### src/rtl/uex_irq_pkg.sv
// Shared types and limits for the interrupt dispatch controller.
package uex_irq_pkg;

    localparam int unsigned UEX_IRQ_MAX_N = 32;

    typedef enum logic [1:0] {
        IDLE   = 2'd0,
        REQ    = 2'd1,
        ACTIVE = 2'd2
    } uex_irq_state_e;

endpackage

### src/rtl/uex_irq_arb.sv
// Interrupt arbiter: picks one eligible channel, fixed-priority or round-robin.
module uex_irq_arb
    import uex_irq_pkg::*;
#(
    parameter int unsigned  N_IRQ = 8,
    parameter bit           RR_EN = 1'b1,
    localparam int unsigned ID_W  = (N_IRQ > 2) ? $clog2(N_IRQ) : 1
) (
    input  logic             clock,
    input  logic             reset,
    input  logic [N_IRQ-1:0] eligible,
    input  logic             grant,
    output logic [ID_W-1:0]  winner_id,
    output logic             any_valid
);

    logic [ID_W-1:0]    ptr_q;
    logic [ID_W-1:0]    base_c;
    logic [ID_W-1:0]    offset_c;
    logic [2*N_IRQ-1:0] doubled_c;
    logic [N_IRQ-1:0]   rotated_c;
    logic [ID_W:0]      sum_c;
    logic [ID_W:0]      next_ptr_c;

    // Rotate the request vector so the search base sits at bit 0.
    assign base_c    = RR_EN ? ptr_q : '0;
    assign doubled_c = {eligible, eligible} >> base_c;
    assign rotated_c = doubled_c[N_IRQ-1:0];
    assign any_valid = |eligible;

    // Lowest set bit of the rotated vector is the distance from the base.
    always_comb begin
        offset_c = '0;
        for (int i = int'(N_IRQ) - 1; i >= 0; i--) begin
            if (rotated_c[i]) begin
                offset_c = ID_W'(i);
            end
        end
    end

    // Map the distance back to an absolute channel index, modulo N_IRQ.
    always_comb begin
        sum_c = {1'b0, base_c} + {1'b0, offset_c};
        if (sum_c >= (ID_W+1)'(N_IRQ)) begin
            sum_c = sum_c - (ID_W+1)'(N_IRQ);
        end
    end

    assign winner_id = sum_c[ID_W-1:0];

    // Search base for the next round: one past the channel just granted.
    always_comb begin
        next_ptr_c = {1'b0, winner_id} + (ID_W+1)'(1);
        if (next_ptr_c >= (ID_W+1)'(N_IRQ)) begin
            next_ptr_c = '0;
        end
    end

    // Round-robin pointer register.
    always_ff @(posedge clock or posedge reset) begin
        if (reset) begin
            ptr_q <= '0;
        end else if (RR_EN && grant) begin
            ptr_q <= next_ptr_c[ID_W-1:0];
        end
    end

endmodule

### src/rtl/uex_irq_ctrl.sv
// Interrupt controller: latches sources, masks them and dispatches one at a time.
module uex_irq_ctrl
    import uex_irq_pkg::*;
#(
    parameter int unsigned      N_IRQ     = 8,
    parameter logic [N_IRQ-1:0] EDGE_MASK = '0,
    parameter bit               RR_EN     = 1'b1,
    localparam int unsigned     ID_W      = (N_IRQ > 2) ? $clog2(N_IRQ) : 1
) (
    input  logic             clock,
    input  logic             reset,
    input  logic [N_IRQ-1:0] irq_i,
    input  logic             mask_wr,
    input  logic [N_IRQ-1:0] mask_wdata,
    output logic [N_IRQ-1:0] mask_o,
    output logic [N_IRQ-1:0] pending_o,
    output logic             req_valid,
    output logic [ID_W-1:0]  req_id,
    input  logic             req_ready,
    input  logic             eoi,
    output logic             busy_o,
    output logic [31:0]      irq_count_o
);

    if (N_IRQ < 2 || N_IRQ > UEX_IRQ_MAX_N) begin : g_bad_n
        $error("uex_irq_ctrl: N_IRQ out of range");
    end

    uex_irq_state_e   state_q, state_d;
    logic [N_IRQ-1:0] prev_q, pending_q, mask_q;
    logic             req_valid_q, busy_q;
    logic [ID_W-1:0]  req_id_q;
    logic [31:0]      count_q;

    logic [N_IRQ-1:0] id_onehot_c, inservice_c, eligible_c;
    logic [N_IRQ-1:0] rise_c, edge_clr_c, pending_d;
    logic             handshake_c, grant_c;
    logic             any_valid;
    logic [ID_W-1:0]  winner_id;

    // Eligibility and pending-update terms.
    assign id_onehot_c = N_IRQ'(1) << req_id_q;
    assign handshake_c = (state_q == REQ) && req_ready;
    assign grant_c     = (state_q == IDLE) && any_valid;
    assign inservice_c = (state_q == ACTIVE) ? id_onehot_c : '0;
    assign eligible_c  = pending_q & mask_q & ~inservice_c;
    assign rise_c      = irq_i & ~prev_q;
    assign edge_clr_c  = handshake_c ? id_onehot_c : '0;
    // A rising edge wins over a same-cycle handshake clear.
    assign pending_d   = (EDGE_MASK & ((pending_q & ~edge_clr_c) | rise_c))
                       | (~EDGE_MASK & irq_i);

    uex_irq_arb #(
        .N_IRQ (N_IRQ),
        .RR_EN (RR_EN)
    ) u_arb (
        .clock     (clock),
        .reset     (reset),
        .eligible  (eligible_c),
        .grant     (grant_c),
        .winner_id (winner_id),
        .any_valid (any_valid)
    );

    // Dispatch FSM next-state logic.
    always_comb begin
        state_d = state_q;
        unique case (state_q)
            IDLE:    if (any_valid) state_d = REQ;
            REQ:     if (req_ready) state_d = ACTIVE;
            ACTIVE:  if (eoi)       state_d = IDLE;
            default: state_d = IDLE;
        endcase
    end

    // Dispatch FSM state register.
    always_ff @(posedge clock or posedge reset) begin
        if (reset) begin
            state_q <= IDLE;
        end else begin
            state_q <= state_d;
        end
    end

    // Source history, pending, mask, request and counter registers.
    always_ff @(posedge clock or posedge reset) begin
        if (reset) begin
            prev_q      <= '0;
            pending_q   <= '0;
            mask_q      <= '0;
            req_valid_q <= 1'b0;
            busy_q      <= 1'b0;
            req_id_q    <= '0;
            count_q     <= '0;
        end else begin
            prev_q      <= irq_i;
            pending_q   <= pending_d;
            req_valid_q <= (state_d == REQ);
            busy_q      <= (state_d == ACTIVE);
            if (mask_wr) begin
                mask_q <= mask_wdata;
            end
            if (grant_c) begin
                req_id_q <= winner_id;
            end
            if (handshake_c) begin
                count_q <= count_q + 32'd1;
            end
        end
    end

    assign mask_o      = mask_q;
    assign pending_o   = pending_q;
    assign req_valid   = req_valid_q;
    assign req_id      = req_id_q;
    assign busy_o      = busy_q;
    assign irq_count_o = count_q;

endmodule

### config.mk
export PLATFORM = sky130hd
export DESIGN_NAME = uex_irq_ctrl
export DESIGN_NICKNAME = d
export VERILOG_FILES = /design/src/rtl/uex_irq_pkg.sv /design/src/rtl/uex_irq_arb.sv /design/src/rtl/uex_irq_ctrl.sv
export SDC_FILE = /design/constraint.sdc
export NUM_CORES = 1
export LEC_CHECK = 0
export ABC_AREA = 1
export BUFFER_PORTS_ARGS = -buffer_cell sky130_fd_sc_hd__buf_4
export CORE_MARGIN = 10
export CORE_UTILIZATION = 45
export CTS_CLUSTER_SIZE = 30
export DETAILED_ROUTE_END_ITERATION = 8
export GPL_TIMING_DRIVEN = 0
export PLACE_DENSITY = 0.76
export REMOVE_ABC_BUFFERS = 1
export SLEW_MARGIN = 10
export SYNTH_ARGS = -nofsm -noshare
export SYNTH_HDL_FRONTEND = slang
export SYNTH_HIERARCHICAL = 1
export SYNTH_SLANG_ARGS = --single-unit
export TNS_END_PERCENT = 20
### constraint.sdc
create_clock -name clock -period 2.81 [get_ports clock]
set_clock_uncertainty 0.05 [all_clocks]
set_input_delay 0.1405 -clock clock [delete_from_list [all_inputs] [get_ports clock]]
set_output_delay 0.1405 -clock clock [all_outputs]
set_load 0.1 [all_outputs]
==> Word level (Yosys, flattened, before mapping) <==
Index checks and enable logic that the tools add are counted.
{ "word_totals": {"ff_bits": 58, "inputBits": 21, "output_inout_bits": 53, "elab_cells": 42} }
{ "op_classes": {"n_addsub": 4, "order_cmp": 2, "n_eq_ne": 4, "shift": 2, "n_mux": 15, "bitwise_logic": 3, "reduce_logical": 4} }
{ "ops": {"columns": ["operator", "n"], "rows": [
  ["adder 32 x 1 -> 32 bit, second input constant", 1],
  ["2-to-1 mux 3 bit", 10],
  ["bitwise AND 8 bit", 2],
  ["right shift 16 x 3 -> 8 bit", 1],
  ["greater-or-equal comparator 4 bit, second input constant", 2],
  ["2-to-1 mux 8 bit", 1],
  ["NOT 8 bit", 1],
  ["OR reduction 8 bit", 1],
  ["left shift 1 x 3 -> 8 bit, first input constant", 1],
  ["2-to-1 mux 2 bit", 3],
  ["one-hot mux 2 bit (3 select lines)", 1],
  ["adder 3 x 1 -> 4 bit, second input constant", 1],
  ["adder 3 x 3 -> 4 bit", 1],
  ["== test 2 x 1 -> 1 bit, second input constant", 2],
  ["== test 2 bit, second input constant", 2],
  ["subtractor 3 x 1 -> 3 bit, second input constant", 1],
  ["logical AND 1 bit", 2],
  ["logical NOT 2 bit", 1]
]} }

==> Longest topological paths before layout <==
{ "depth": {"depth_word": 19, "mapped_depth": 23, "depth_no_buf": 23} }

==> By module <==
Netlist, hierarchy kept.
{ "modules_own_cells": {"columns": ["mod", "instances", "cells_each", "area_each_um2", "seq_area_each_um2"], "rows": [
  ["uex_irq_ctrl", 1, 311, 2707.6, 1376.3],
  ["uex_irq_arb", 1, 118, 701.9, 75.1]
]} }

==> Worst setup path before layout <==
No wires, ideal clock.
{ "synth_timing": {"path_kind": "register to register", "startpoint": "reg req_id_q[1] (netlist: req_id[1])", "endpoint": "reg u_arb.ptr_q[1] (netlist: u_arb/base_c[1])", "setup_ns": 0.116, "t_arrival_ns": 3.291, "required_ns": 2.644, "setup_slack_ns": -0.648, "stages_incl_launch_ff": 23, "n_path_buf": 0, "synth_period_minus_slack_ns": 3.458, "path_cell_list": "dfrtp_1 -> inv_1 -> nand2_1 -> o211a_1 -> nand2_1 -> nand3_2 -> nand3_1 -> nand2_1 -> a31oi_1 -> o21ai_0 -> nand2_1 -> a21boi_0 -> ha_1 -> inv_1 -> fa_1 -> xor2_1 -> inv_1 -> nand3_1 -> nand3_1 -> nand2_1 -> inv_2 -> nand2_1 -> nand2_1"} }
{ "synth_via": {"elab_chain_len": 19, "elab_cells_between_ends": 22, "classes_between": "add/sub (3); order compare (2); shift (2); mux (11); bitwise (2); reduce/logical (2)"} }
{ "synth_lines": {"columns": ["item", "line_no", "rtl"], "rows": [
  ["start: declaration", "uex_irq_ctrl.sv:32", "logic [ID_W-1:0] req_id_q;"],
  ["start signal: assignment", "uex_irq_ctrl.sv:104", "req_id_q <= winner_id;"],
  ["left shift 1 x 3 -> 8 bit *", "uex_irq_ctrl.sv:42", "assign id_onehot_c = N_IRQ'(1) << req_id_q;"],
  ["2-to-1 mux 8 bit *", "uex_irq_ctrl.sv:45", "assign inservice_c = (state_q == ACTIVE) ? id_onehot_c : '0;"],
  ["NOT 8 bit *", "uex_irq_ctrl.sv:46", "assign eligible_c = pending_q & mask_q & ~inservice_c;"],
  ["bitwise AND 8 bit *", "uex_irq_ctrl.sv:46", null],
  ["net eligible_c[4]", "uex_irq_ctrl.sv:35", "logic [N_IRQ-1:0] id_onehot_c, inservice_c, eligible_c;"],
  ["right shift 16 x 3 -> 8 bit", "uex_irq_arb.sv:27", "assign doubled_c = {eligible, eligible} >> base_c;"],
  ["2-to-1 mux 3 bit (8 in a row)", "uex_irq_arb.sv:35", "if (rotated_c[i]) begin"],
  ["adder 3 x 3 -> 4 bit", "uex_irq_arb.sv:43", "sum_c = {1'b0, base_c} + {1'b0, offset_c};"],
  ["greater-or-equal comparator 4 bit or subtractor 3 x 1 -> 3 bit (tied branches)", "uex_irq_arb.sv:44, uex_irq_arb.sv:45", null],
  ["2-to-1 mux 3 bit", "uex_irq_arb.sv:44", "if (sum_c >= (ID_W+1)'(N_IRQ)) begin"],
  ["adder 3 x 1 -> 4 bit", "uex_irq_arb.sv:53", "next_ptr_c = {1'b0, winner_id} + (ID_W+1)'(1);"],
  ["greater-or-equal comparator 4 bit", "uex_irq_arb.sv:54", "if (next_ptr_c >= (ID_W+1)'(N_IRQ)) begin"],
  ["2-to-1 mux 3 bit", "uex_irq_arb.sv:54", null],
  ["end signal: assignment", "uex_irq_arb.sv:64", "ptr_q <= next_ptr_c[ID_W-1:0];"],
  ["end: declaration", "uex_irq_arb.sv:17", "logic [ID_W-1:0] ptr_q;"]
]} }
The timed path passes the listed nets; every way through them passes the cells marked *.
A chain may end at the register's enable or synchronous reset.

==> Worst setup path after layout <==
{ "layout_timing": {"startpoint": "reg state_q[1]", "endpoint": "reg u_arb.ptr_q[2] (netlist: u_arb/base_c[2])"} }
{ "layout_via": {"elab_chain_len": 19, "elab_cells_between_ends": 23, "classes_between": "add/sub (3); order compare (2); eq/ne (1); shift (1); mux (11); bitwise (2); reduce/logical (3)"} }
{ "layout_lines": {"columns": ["item", "line_no", "rtl"], "rows": [
  ["start: declaration", "uex_irq_ctrl.sv:29", "uex_irq_state_e state_q, state_d;"],
  ["start signal: assignment", "uex_irq_ctrl.sv:81", "state_q <= state_d;"],
  ["== test 2 bit *", "uex_irq_ctrl.sv:45", null],
  ["2-to-1 mux 8 bit *", "uex_irq_ctrl.sv:45", null],
  ["NOT 8 bit *", "uex_irq_ctrl.sv:46", null],
  ["bitwise AND 8 bit *", "uex_irq_ctrl.sv:46", null],
  ["net eligible_c[7]", "uex_irq_ctrl.sv:35", null],
  ["right shift 16 x 3 -> 8 bit", "uex_irq_arb.sv:27", null],
  ["2-to-1 mux 3 bit (8 in a row)", "uex_irq_arb.sv:35", null],
  ["adder 3 x 3 -> 4 bit", "uex_irq_arb.sv:43", null],
  ["greater-or-equal comparator 4 bit or subtractor 3 x 1 -> 3 bit (tied branches)", "uex_irq_arb.sv:44, uex_irq_arb.sv:45", null],
  ["2-to-1 mux 3 bit", "uex_irq_arb.sv:44", null],
  ["adder 3 x 1 -> 4 bit", "uex_irq_arb.sv:53", null],
  ["greater-or-equal comparator 4 bit", "uex_irq_arb.sv:54", null],
  ["2-to-1 mux 3 bit", "uex_irq_arb.sv:54", null]
]} }
Marked as above.

==> impl_metrics.yaml <==
status:
  status: "finished with violations"
  violations: "negative setup slack"
clock_network:
  tritoncts: "yes"
  clk_path_buf_depth: 2
  clk_pin_slew_ps: 70
  cts.sinks: 58
  cts_root_buf: "clkbuf_8"
  clkLatencyLatePin_ps: 330
  cts_htree_levels: 3
  cts_buffers: 9
logic_synthesis:
  synthFlopType: "dfrtp_1"
  yosysSeqAreaShare_pct: 42.6
  yosys.area.top_type: "dfrtp_1"
  synth_seq_cells: 58
  synth_top_area_share_pct: 42.6
  async_flop_share_pct: 100
  synth_area_sq_um: 3410
  synthCells: 429
  synth_area_per_cell_sq_um: 7.95
  ys_warn_count: 6
  ys_top_cells_by_area: "dfrtp_1 (43%), nand2_1 (17%), nand3_1 (4.4%), inv_1 (4.1%), nand3b_1 (4.0%)"
  synth_cell_type_count: 33
  synth_edf_count: 0
critical_path:
  cpMostUsedCell: "nand3_2"
  slowest_delay_ps: 400
  cp.required_ps: 2990
  cp_max_fo: 4
  cp_cell_sequence: "inv_4, nor2_4, nand2_4, o211a_4, nand2_4, nand3_2, nand3_2, a31oi_4, o21ai_2, nand2_1, a21boi_1, ha_2, inv_2, fa_2, xor2_2, inv_1, nand3_2, nand3_2, nand2_2, inv_2, nand2_2, nand2_1"
  cp-end-kind: "register"
  startpoint_type: "register"
  path_class: "register to register"
  worstPathArrival_ps: 3410
  slowest_stage: "dfrtp_1"
finish:
  instances_no_fill: 642
  area_growth_pct: 39.3
  drive_gt1_share_pct: 34.8
  fin_nets: 564
  area.sequential_sq_um: 1450
  stdcell_area_sq_um: 4750
  diodes: 0
  fill_cells: 633
  multi_input_area_sq_um: 1970
sta:
  setup_viol: 4
  hold_violations: 0
  tightestPinTransition_ps: 497
  holdWs_ps: 101
  min_period_ps: 3240
  max_freq_mhz: 309
  slew_headroom_pct: 66.9
  finalWorstSetupSlack_ps: -425
  fin_crit_sh_pct: 115
  rsz0062_at_grt: "true"
  maxSlewViolCount: 0
floorplanning:
  core-area_sq_um: 7290
  io_pins: 74
  die_h_microns: 107
  initial_core_util_pct: 46.8
  fp-row-count: 31
  die_w_microns: 107
  die_area_sq_um: 11500
global_routing:
  grt_max_degree: 35
  antenna_found_initial: 0
  grt_pass1_wl_microns: 15300
  grt.total_usage_pct: 16.2
  globalRouteOverflowTotal: 0
  grt_pass1_vias: 3246
placement:
  place_hpwl_microns: 6920
  routabilityCongestion: 0.883
  place_area_sq_um: 4070
  dp.cells: 598
  io_buffers: 73
power_and_ir_drop:
  finalPower_uw: 4490
  powerDensity_nw_per_um2: 945
  power_leakage_uw: 0.00236
  vdd_drop_max_v: 0.000503
min_path:
  min_path_type: "input port to register"
drt:
  drc_errors: 0
  drt_first_pass_iters: 4
  drtAntennaViolNets: 0
  wirelength_microns: 9550
  post_drt_via_cell_ratio: 5.07
  drtIter0Drc: 88
  wire_per_inst_microns: 14.9
  via_count: 3258
job:
  cap_viol_max_count: 0
cell usage after synthesis (4+ instances only):
cell        n
nand2_1   154
xnor2_1     4
nor2_4      4
nor2_1     34
inv_1      37
nand3_2     9
nand2_2    14
mux2_2      8
nor2_2      6
nand3b_1   18
dfrtp_1    58
o21ai_0     5
o31ai_1     4
xor2_1     10
o211a_1     8
nand3_1    30
critical path: cells and delay by family (launching register included):
kind | cells | cell delay, ps
AOI/OAI and AO/OA | 4 | 680
xor gates and xnor gates | 1 | 200
adders and majority gates | 2 | 590
buffers and inverters | 4 | 230
DFF | 1 | 400
and+or+nand+nor | 11 | 960
metrics by stage:
step | TNS (ps) | setup WS, ps | util (%)
after detailed placement | -1810 | -563 | 55.8
final | -1300 | -425 | 65.2
after CTS | -772 | -305 | 62.5
after floorplan | -2370 | -682 | -
after global routing | -1870 | -579 | 65.2
after global placement | -1440 | -459 | 55.5
logic make-up after synthesis:
logic type | count (synthesis) | share of synthesized area (%)
muxes | 8 | 2.64
DFF | 58 | 42.6
buffers and inverters | 46 | 5.87
AOI/OAI and AO/OA | 20 | 4.59
xor gates and xnor gates | 14 | 3.60
and+or+nand+nor | 279 | 39.0
adders and majority gates | 4 | 1.69
worst paths after layout:
check	startpoint	to	slack [ps]	cells past startpoint
worst min-delay path	mask_wr	mask_o[3]	100	2
worst min register to register	irq_count_o[31]	irq_count_o[31]	440	2
worst max register to register	state_q[1]	u_arb/base_c[2]	-430	22
worst max-delay path	state_q[1]	u_arb/base_c[2]	-430	22
max in group asynchronous	reset	irq_count_o[19]	1790	4
min in group asynchronous	reset	u_arb/base_c[2]	210	3
sequential cells by signal, summed over array words and instances, names as in the netlist:
signal,flops
busy_o,1
irq_count_o,32
mask_o,8
pending_o,8
req_id,3
req_valid,1
state_q,2
u_arb/base_c,3
final cells by class:
cell class / instances / share of cell area (%)
Multi-Input combinational cell: 325 / 41.4
Sequential cell: 58 / 30.6
Timing Repair Buffer: 103 / 17.5
Clock buffer: 13 / 3.56
Inverter: 42 / 3.56
Tap cell: 99 / 2.61
Clock inverter: 2 / 0.737
report_power, final:
| group | internal (uW) | switching [uW] | leakage [uW] |
|---|---|---|---|
| Clock | 476 | 324 | 0.000106 |
| Sequential | 964 | 193 | 0.000738 |
| Combinational | 807 | 1730 | 0.00151 |
cells in the final DEF, fill, tap and decap left out, drive strengths merged, types with 10 or more instances in the layout:
cell type,n
buf,84
clkbuf,13
dfrtp,58
dlygate4sd3,19
inv,41
nand2,168
nand3,40
nand3b,18
nor2,44
xor2,10
per-layer routing:
metal  up-vias  GRT usage (%)  part of all wire, %
li1       1590              -                    -
met1      1556           18.2                   42
met2        98           28.7                   51
met3        14           5.69                  5.7
met4         0           4.06                  1.2
met5         -              0                    0
timing repair:
item                                    CTS  global route
hold endpoints to repair                 44             0
endpoints found under the setup margin    4             4
hold buffers                             19             0
gates resized for setup                  19            36
pin swaps                                 3            28
setup buffers                             3             7
No activity file was read; power rests on OpenSTA's default activity.
